## config.mk

```make
export PLATFORM = sky130hd
export DESIGN_NAME = dmem_arbiter
export DESIGN_NICKNAME = d
export VERILOG_FILES = /design/src/rtl/dmem_pkg.sv /design/src/rtl/dmem_arbiter_rr_arb2.sv /design/src/rtl/dmem_arbiter.sv
export SDC_FILE = /design/constraint.sdc
export NUM_CORES = 1
export LEC_CHECK = 0
export CAP_MARGIN = 0
export CORE_MARGIN = 4
export CORE_UTILIZATION = 43
export DETAILED_ROUTE_END_ITERATION = 7
export GPL_ROUTABILITY_DRIVEN = 0
export PLACE_DENSITY = 0.81
export SETUP_SLACK_MARGIN = 0.05
export SYNTH_ARGS = -nofsm -noshare
export SYNTH_HDL_FRONTEND = slang
export SYNTH_HIERARCHICAL = 1
export SYNTH_SLANG_ARGS = --single-unit
```

## constraint.sdc

```tcl
create_clock -name clk -period 6.7 [get_ports clk]
set_clock_uncertainty 0.15 [all_clocks]
set_input_delay 1.34 -clock clk [delete_from_list [all_inputs] [get_ports clk]]
set_output_delay 1.34 -clock clk [all_outputs]
set_load 0.1 [all_outputs]
```

## src/rtl/dmem_pkg.sv

```systemverilog
// Shared definitions for the data-memory sequencer/arbiter.
//   state_t      : top-level sequencer states (IDLE, ACCESS, INIT)
//   MEM_BYTES    : data memory size in bytes
//   INIT_WORDS   : number of words written by the preload sequence
//   WORD_BYTES   : bytes per memory word
//   init_word()  : preload value of word k (k+1, except the last word is 0)
package dmem_pkg;

  localparam int MEM_BYTES  = 44;
  localparam int INIT_WORDS = 11;
  localparam int WORD_BYTES = 4;

  typedef enum logic [1:0] {
    IDLE   = 2'd0,
    ACCESS = 2'd1,
    INIT   = 2'd2
  } state_t;

  // Preload contents: word k holds k+1, the final word (index n-1) holds 0.
  function automatic logic [31:0] init_word(input int k, input int n);
    return (k < n - 1) ? 32'(k + 1) : 32'd0;
  endfunction

endpackage

```

## src/rtl/dmem_arbiter_rr_arb2.sv

```systemverilog
// Two-way round-robin arbiter (purely combinational).
//   req        in  2  eligible requests, bit N = port N
//   last_grant in  1  port that won the previous grant
//   grant      out 2  one-hot grant, 0 when nothing is requested
// On a tie the port that did not win last time is granted.
module rr_arb2 (
  input  logic [1:0] req,
  input  logic       last_grant,
  output logic [1:0] grant
);

  always_comb begin
    // NOTE: every combinational output gets a default before the case so no
    // path leaves it unassigned; otherwise synthesis infers a latch.
    grant = 2'b00;
    case (req)
      2'b01:   grant = 2'b01;
      2'b10:   grant = 2'b10;
      2'b11:   grant = last_grant ? 2'b01 : 2'b10;
      default: grant = 2'b00;
    endcase
  end

endmodule

```

## src/rtl/dmem_arbiter.sv

```systemverilog
// Sequencer and arbiter in front of the big-endian data memory.
// Shares the single memory port between port 0 (CPU) and port 1 (debug/loader)
// and runs a preload sequence that writes the power-on memory image.
// Every access takes one memory cycle; ackN pulses one cycle later.
//
// Ports:
//   clk, rst                    clock, asynchronous active-high reset
//   start / busy                preload request pulse / preload pending or running
//   req/we/addr/wdata/ack/rdata per-port registered handshake (suffix 0 and 1)
//   err                         access error, valid alongside either ack
//   Address, WriteData,         memory port; Address/WriteData hold their
//   MemWrite, MemRead           last value outside ACCESS and INIT
//   ReadData                    combinational memory read data
//
// Build option: define DMEM_BOUNDS_CHECK_EN to reject misaligned or
// out-of-range addresses (no memory strobe, ack with err = 1, rdata = 0).
// Without it err is always 0 and every address reaches the memory.
module dmem_arbiter #(
  parameter int MEM_BYTES  = dmem_pkg::MEM_BYTES,
  parameter int AW         = 32,
  parameter int DW         = 32,
  parameter int INIT_WORDS = dmem_pkg::INIT_WORDS
) (
  input  logic          clk,
  input  logic          rst,
  input  logic          start,
  output logic          busy,
  input  logic          req0,
  input  logic          we0,
  input  logic [AW-1:0] addr0,
  input  logic [DW-1:0] wdata0,
  output logic          ack0,
  output logic [DW-1:0] rdata0,
  input  logic          req1,
  input  logic          we1,
  input  logic [AW-1:0] addr1,
  input  logic [DW-1:0] wdata1,
  output logic          ack1,
  output logic [DW-1:0] rdata1,
  output logic          err,
  output logic [AW-1:0] Address,
  output logic [DW-1:0] WriteData,
  output logic          MemWrite,
  output logic          MemRead,
  input  logic [DW-1:0] ReadData
);

  import dmem_pkg::*;

  localparam int            CW       = $clog2(INIT_WORDS + 1);
  localparam logic [CW-1:0] LAST_CNT = CW'(INIT_WORDS - 1);

  state_t        state, state_nx;
  logic          last_grant;
  logic          start_pend;
  logic [CW-1:0] cnt;
  logic          cap_we, cap_port, cap_bad;

  logic [1:0]    elig, grant;
  logic          sel_we, sel_bad, chk_en;
  logic [AW-1:0] sel_addr;
  logic [DW-1:0] sel_wdata, rd_val;

  // A port still showing its ack is not eligible, so a held req cannot be
  // granted a second time in its own ack cycle.
  assign elig = {req1 & ~ack1, req0 & ~ack0};

  rr_arb2 u_arb (
    .req        (elig),
    .last_grant (last_grant),
    .grant      (grant)
  );

  assign sel_we    = grant[1] ? we1    : we0;
  assign sel_addr  = grant[1] ? addr1  : addr0;
  assign sel_wdata = grant[1] ? wdata1 : wdata0;

`ifdef DMEM_BOUNDS_CHECK_EN
  assign chk_en = 1'b1;
`else
  assign chk_en = 1'b0;
`endif

  // Valid word addresses are aligned and leave room for a full word.
  assign sel_bad = chk_en & ((sel_addr[1:0] != 2'b00) ||
                             (sel_addr > AW'(MEM_BYTES - WORD_BYTES)));

  // Writes and rejected accesses return zero to the requester.
  assign rd_val = (cap_we | cap_bad) ? '0 : ReadData;

  assign busy = (state == INIT) | start_pend;

  // State register
  always_ff @(posedge clk or posedge rst) begin
    if (rst) state <= IDLE;
    else     state <= state_nx;
  end

  // Next-state logic; a pending preload outranks port requests.
  always_comb begin
    state_nx = state;
    case (state)
      IDLE: begin
        if (start || start_pend) state_nx = INIT;
        else if (|grant)         state_nx = ACCESS;
      end
      ACCESS:  state_nx = IDLE;
      INIT:    if (cnt == LAST_CNT) state_nx = IDLE;
      default: state_nx = IDLE;
    endcase
  end

  // Memory strobes follow the state directly, so an asynchronous reset drops
  // them before the next clock edge.
  always_comb begin
    MemWrite = 1'b0;
    MemRead  = 1'b0;
    case (state)
      ACCESS: begin
        MemWrite = cap_we  & ~cap_bad;
        MemRead  = ~cap_we & ~cap_bad;
      end
      INIT:    MemWrite = 1'b1;
      default: ;
    endcase
  end

  // Datapath: capture, preload counter, handshake outputs.
  always_ff @(posedge clk or posedge rst) begin
    // NOTE: only control and port registers are reset; the external memory is
    // never cleared here, so an interrupted preload leaves a partial image.
    if (rst) begin
      last_grant <= 1'b1;
      start_pend <= 1'b0;
      cnt        <= '0;
      cap_we     <= 1'b0;
      cap_port   <= 1'b0;
      cap_bad    <= 1'b0;
      Address    <= '0;
      WriteData  <= '0;
      ack0       <= 1'b0;
      ack1       <= 1'b0;
      rdata0     <= '0;
      rdata1     <= '0;
      err        <= 1'b0;
    end else begin
      // NOTE: non-blocking assignments throughout, so every register samples
      // the pre-edge values regardless of statement order.
      ack0 <= 1'b0;
      ack1 <= 1'b0;
      err  <= 1'b0;

      // IDLE always consumes a pending start (it goes straight to INIT);
      // repeated pulses elsewhere just keep the flag set.
      if (state == IDLE) start_pend <= 1'b0;
      else if (start)    start_pend <= 1'b1;

      case (state)
        IDLE: begin
          if (state_nx == INIT) begin
            cnt       <= '0;
            Address   <= '0;
            WriteData <= DW'(init_word(0, INIT_WORDS));
          end else if (state_nx == ACCESS) begin
            last_grant <= grant[1];
            cap_port   <= grant[1];
            cap_we     <= sel_we;
            cap_bad    <= sel_bad;
            Address    <= sel_addr;
            WriteData  <= sel_wdata;
          end
        end
        ACCESS: begin
          err <= cap_bad;
          if (cap_port) begin
            ack1   <= 1'b1;
            rdata1 <= rd_val;
          end else begin
            ack0   <= 1'b1;
            rdata0 <= rd_val;
          end
        end
        INIT: begin
          if (cnt == LAST_CNT) begin
            cnt <= '0;
          end else begin
            cnt       <= cnt + CW'(1);
            Address   <= (AW'(cnt) + AW'(1)) << 2;
            WriteData <= DW'(init_word(int'(cnt) + 1, INIT_WORDS));
          end
        end
        default: ;
      endcase
    end
  end

endmodule

```

==> flow_metrics.py <==
metrics = {
    "die": {
        "core_area_sq_um": 15900,
        "die_x_microns": 136,
        "chipHeight_microns": 136,
        "ios": 301,
        "rows": 46,
        "initial_utilization_pct": 44.2,
        "die_area_sq_um": 18500,
    },
    "worst_setup_path": {
        "timing.rr.start": "state[0]",
        "critical_path_class": "reg2out",
        "worstSetupStartpointType": "flop",
        "rr_endpoint": "WriteData[6]",
        "endpoint_kind": "output port",
        "reg2reg_slack_ps": 2790,
        "cp_max_fo": 16,
        "crit_start": "state[0]",
        "cp.arrival_ps": 2930,
        "critPathRequiredTime_ps": 5210,
        "ff2ff_path_depth": 6,
        "critPathCapture": "MemWrite",
    },
    "run_status": {
        "status": "finished clean",
    },
    "clock_network": {
        "clk_pin_slew_worst_paths_ps": 60,
        "h-tree-depth": 4,
        "cts_tree": "built",
        "cts_setup_buffers": 0,
        "ctsHoldBuffers": 0,
        "clk_latency_ps": 410,
        "cts_buffer_depth": 2,
        "numClockSinks": 140,
        "cts_buffers": 17,
        "cts-root-buf": "clkbuf_16",
        "cts_resized": 0,
    },
    "layout": {
        "diodes": 0,
        "final_nets": 1083,
        "area_growth_pct": 52.3,
        "drive_gt1_share_pct": 12.4,
        "final_core_util_pct": 67.3,
    },
    "timing": {
        "slew_viol_final": 0,
        "finalSetupTns_ps": 0,
        "setup-violations-final": 0,
        "tightest_slew_ps": 1130,
        "fin_crit_sh_pct": 65.9,
        "hold_violations": 0,
        "max_freq_mhz": 226,
        "max_slew_margin_pct": 24.6,
        "rsz0062_at_grt": "no",
        "min_period_ps": 4420,
    },
    "detailed_routing": {
        "ant_nets": 0,
        "wl_microns": 21500,
        "via_count": 5718,
        "viasPerCell": 5.02,
        "drt_iter0_drc": 272,
        "drcViolationCount": 0,
        "wl_per_cell_microns": 18.9,
        "dr.pass1.iters": 7,
    },
    "logic_synthesis": {
        "synth_edf_count": 0,
        "ys_seq_area_share_pct": 49.8,
        "synthCells": 638,
        "synth_cell_types": 50,
        "synth-simple-area-share_pct": 11.8,
        "synth_fp_nets": 810,
        "ys.flop_type": "dfrtp_1",
        "synth_top_area_cell": "dfrtp_1",
        "synth_top_family_by_area": "multiplexers",
        "synth_top_area_share_pct": 49.4,
        "synth_xor_area_share_pct": 0.870,
        "avgSynthCellArea_sq_um": 11.0,
        "syn_area_sq_um": 7040,
        "yosys-top-cells-area": "dfrtp_1 49%, mux2_4 13%, mux2i_1 9.1%",
        "synth_warnings": 6,
        "synth_common_cells": "139 x dfrtp_1, 74 x nand2_1, 72 x o21ai_0, 64 x mux2i_1, 61 x nor2_1",
        "muxShareOfSynthArea_pct": 22.8,
        "synthAdderAreaFrac_pct": 0.888,
        "ys_async_sr_fraction_pct": 100,
        "synth_compound_area_share_pct": 9.70,
        "yosysMostFrequentCell": "dfrtp_1",
        "ys_seq_elements": 140,
    },
    "grt": {
        "grt_pass1_wl_microns": 32700,
        "grt_max_degree": 89,
        "grt_overflow": 0,
        "first_global_vias": 5905,
        "antenna_found_initial": 0,
        "grtUsageTotal_pct": 22.8,
    },
    "placed_design": {
        "hpwlAfterDp_microns": 15500,
        "io_buffers": 299,
    },
    "hold_path": {
        "min_path_cells": 2,
        "hold_path.class": "reg2reg",
    },
    "run": {
        "maxCapViolations": 0,
    },
}
-- how the worst min path moves through the flow --
stage	start	to	slack, ps
after floorplan	cap_port	cap_port	340
after global placement	rdata0[27]	rdata0[27]	310
after detailed placement	rdata1[29]	rdata1[29]	320
after CTS	rdata1[12]	rdata1[12]	330
after global routing	rdata0[31]	rdata0[31]	350
final	rdata1[12]	rdata1[12]	330
-- stage by stage --
stage	hold WS, ps	cell area (sq um)	setup slack [ps]	cells
after global placement	310	10100	2040	1108
after detailed placement	319	10100	1940	1108
after CTS	333	10700	2250	1140
after global routing	352	10700	2120	1140
final	328	10700	2280	1140
after floorplan	343	7040	1460	638
-- placed cells by master, fill, tap and decap left out, types with 9 or more instances in the layout --
| master | instances |
|---|---|
| mux2_4 | 60 |
| clkbuf_16 | 17 |
| nand2_1 | 73 |
| mux2i_1 | 64 |
| nor2_1 | 61 |
| nand2b_1 | 33 |
| o21ai_0 | 72 |
| inv_1 | 9 |
| dfrtp_1 | 139 |
| clkdlybuf4s50_1 | 299 |
-- critical path: stages (launching register included) --
cell             delay, ps
dfrtp_1                450
inv_1                  130
ha_1                   540
a21oi_1                 80
nor2b_1                140
clkdlybuf4s50_1       1170
-- cell type report --
type	count	area, sq um
clock buffer	18	439
clock inverter	14	181
fill	1223	5210
inverter	10	42.5
multi-input combinational	439	3270
sequential	140	3500
tap	216	270
timing repair buffer	303	3020
-- flip-flops by register name, summed over array words and instances, names as in the netlist --
register	count
ack0	1
state	2
ack1	1
cnt	4
Address	32
rdata0	32
last_grant	1
rdata1	32
WriteData	32
start_pend	1
cap_we	1
cap_port	1
-- logic make-up (layout without fill, tap and decap cells) --
logic type,Yosys count,count (layout)
AND/OR/NAND/NOR,186,186
other,1,1
AO/OA/AOI/OAI,110,110
flip-flops,140,140
buffers and inverters,59,345
adder cells (fa/ha/maj),5,5
multiplexers,130,130
XOR/XNOR,7,7
-- routing by layer --
layer | up-vias | GRT usage (%) | share of wire, %
li1 | 2733 | - | -
met1 | 2786 | 27.1 | 39
met2 | 171 | 40.6 | 53
met3 | 28 | 5.74 | 5.4
met4 | 0 | 7.28 | 2.3
met5 | - | 0 | 0
Power is left out: the tool's default activity adds up to more than one toggle a clock period on the data nets, which glitch-free logic cannot reach.
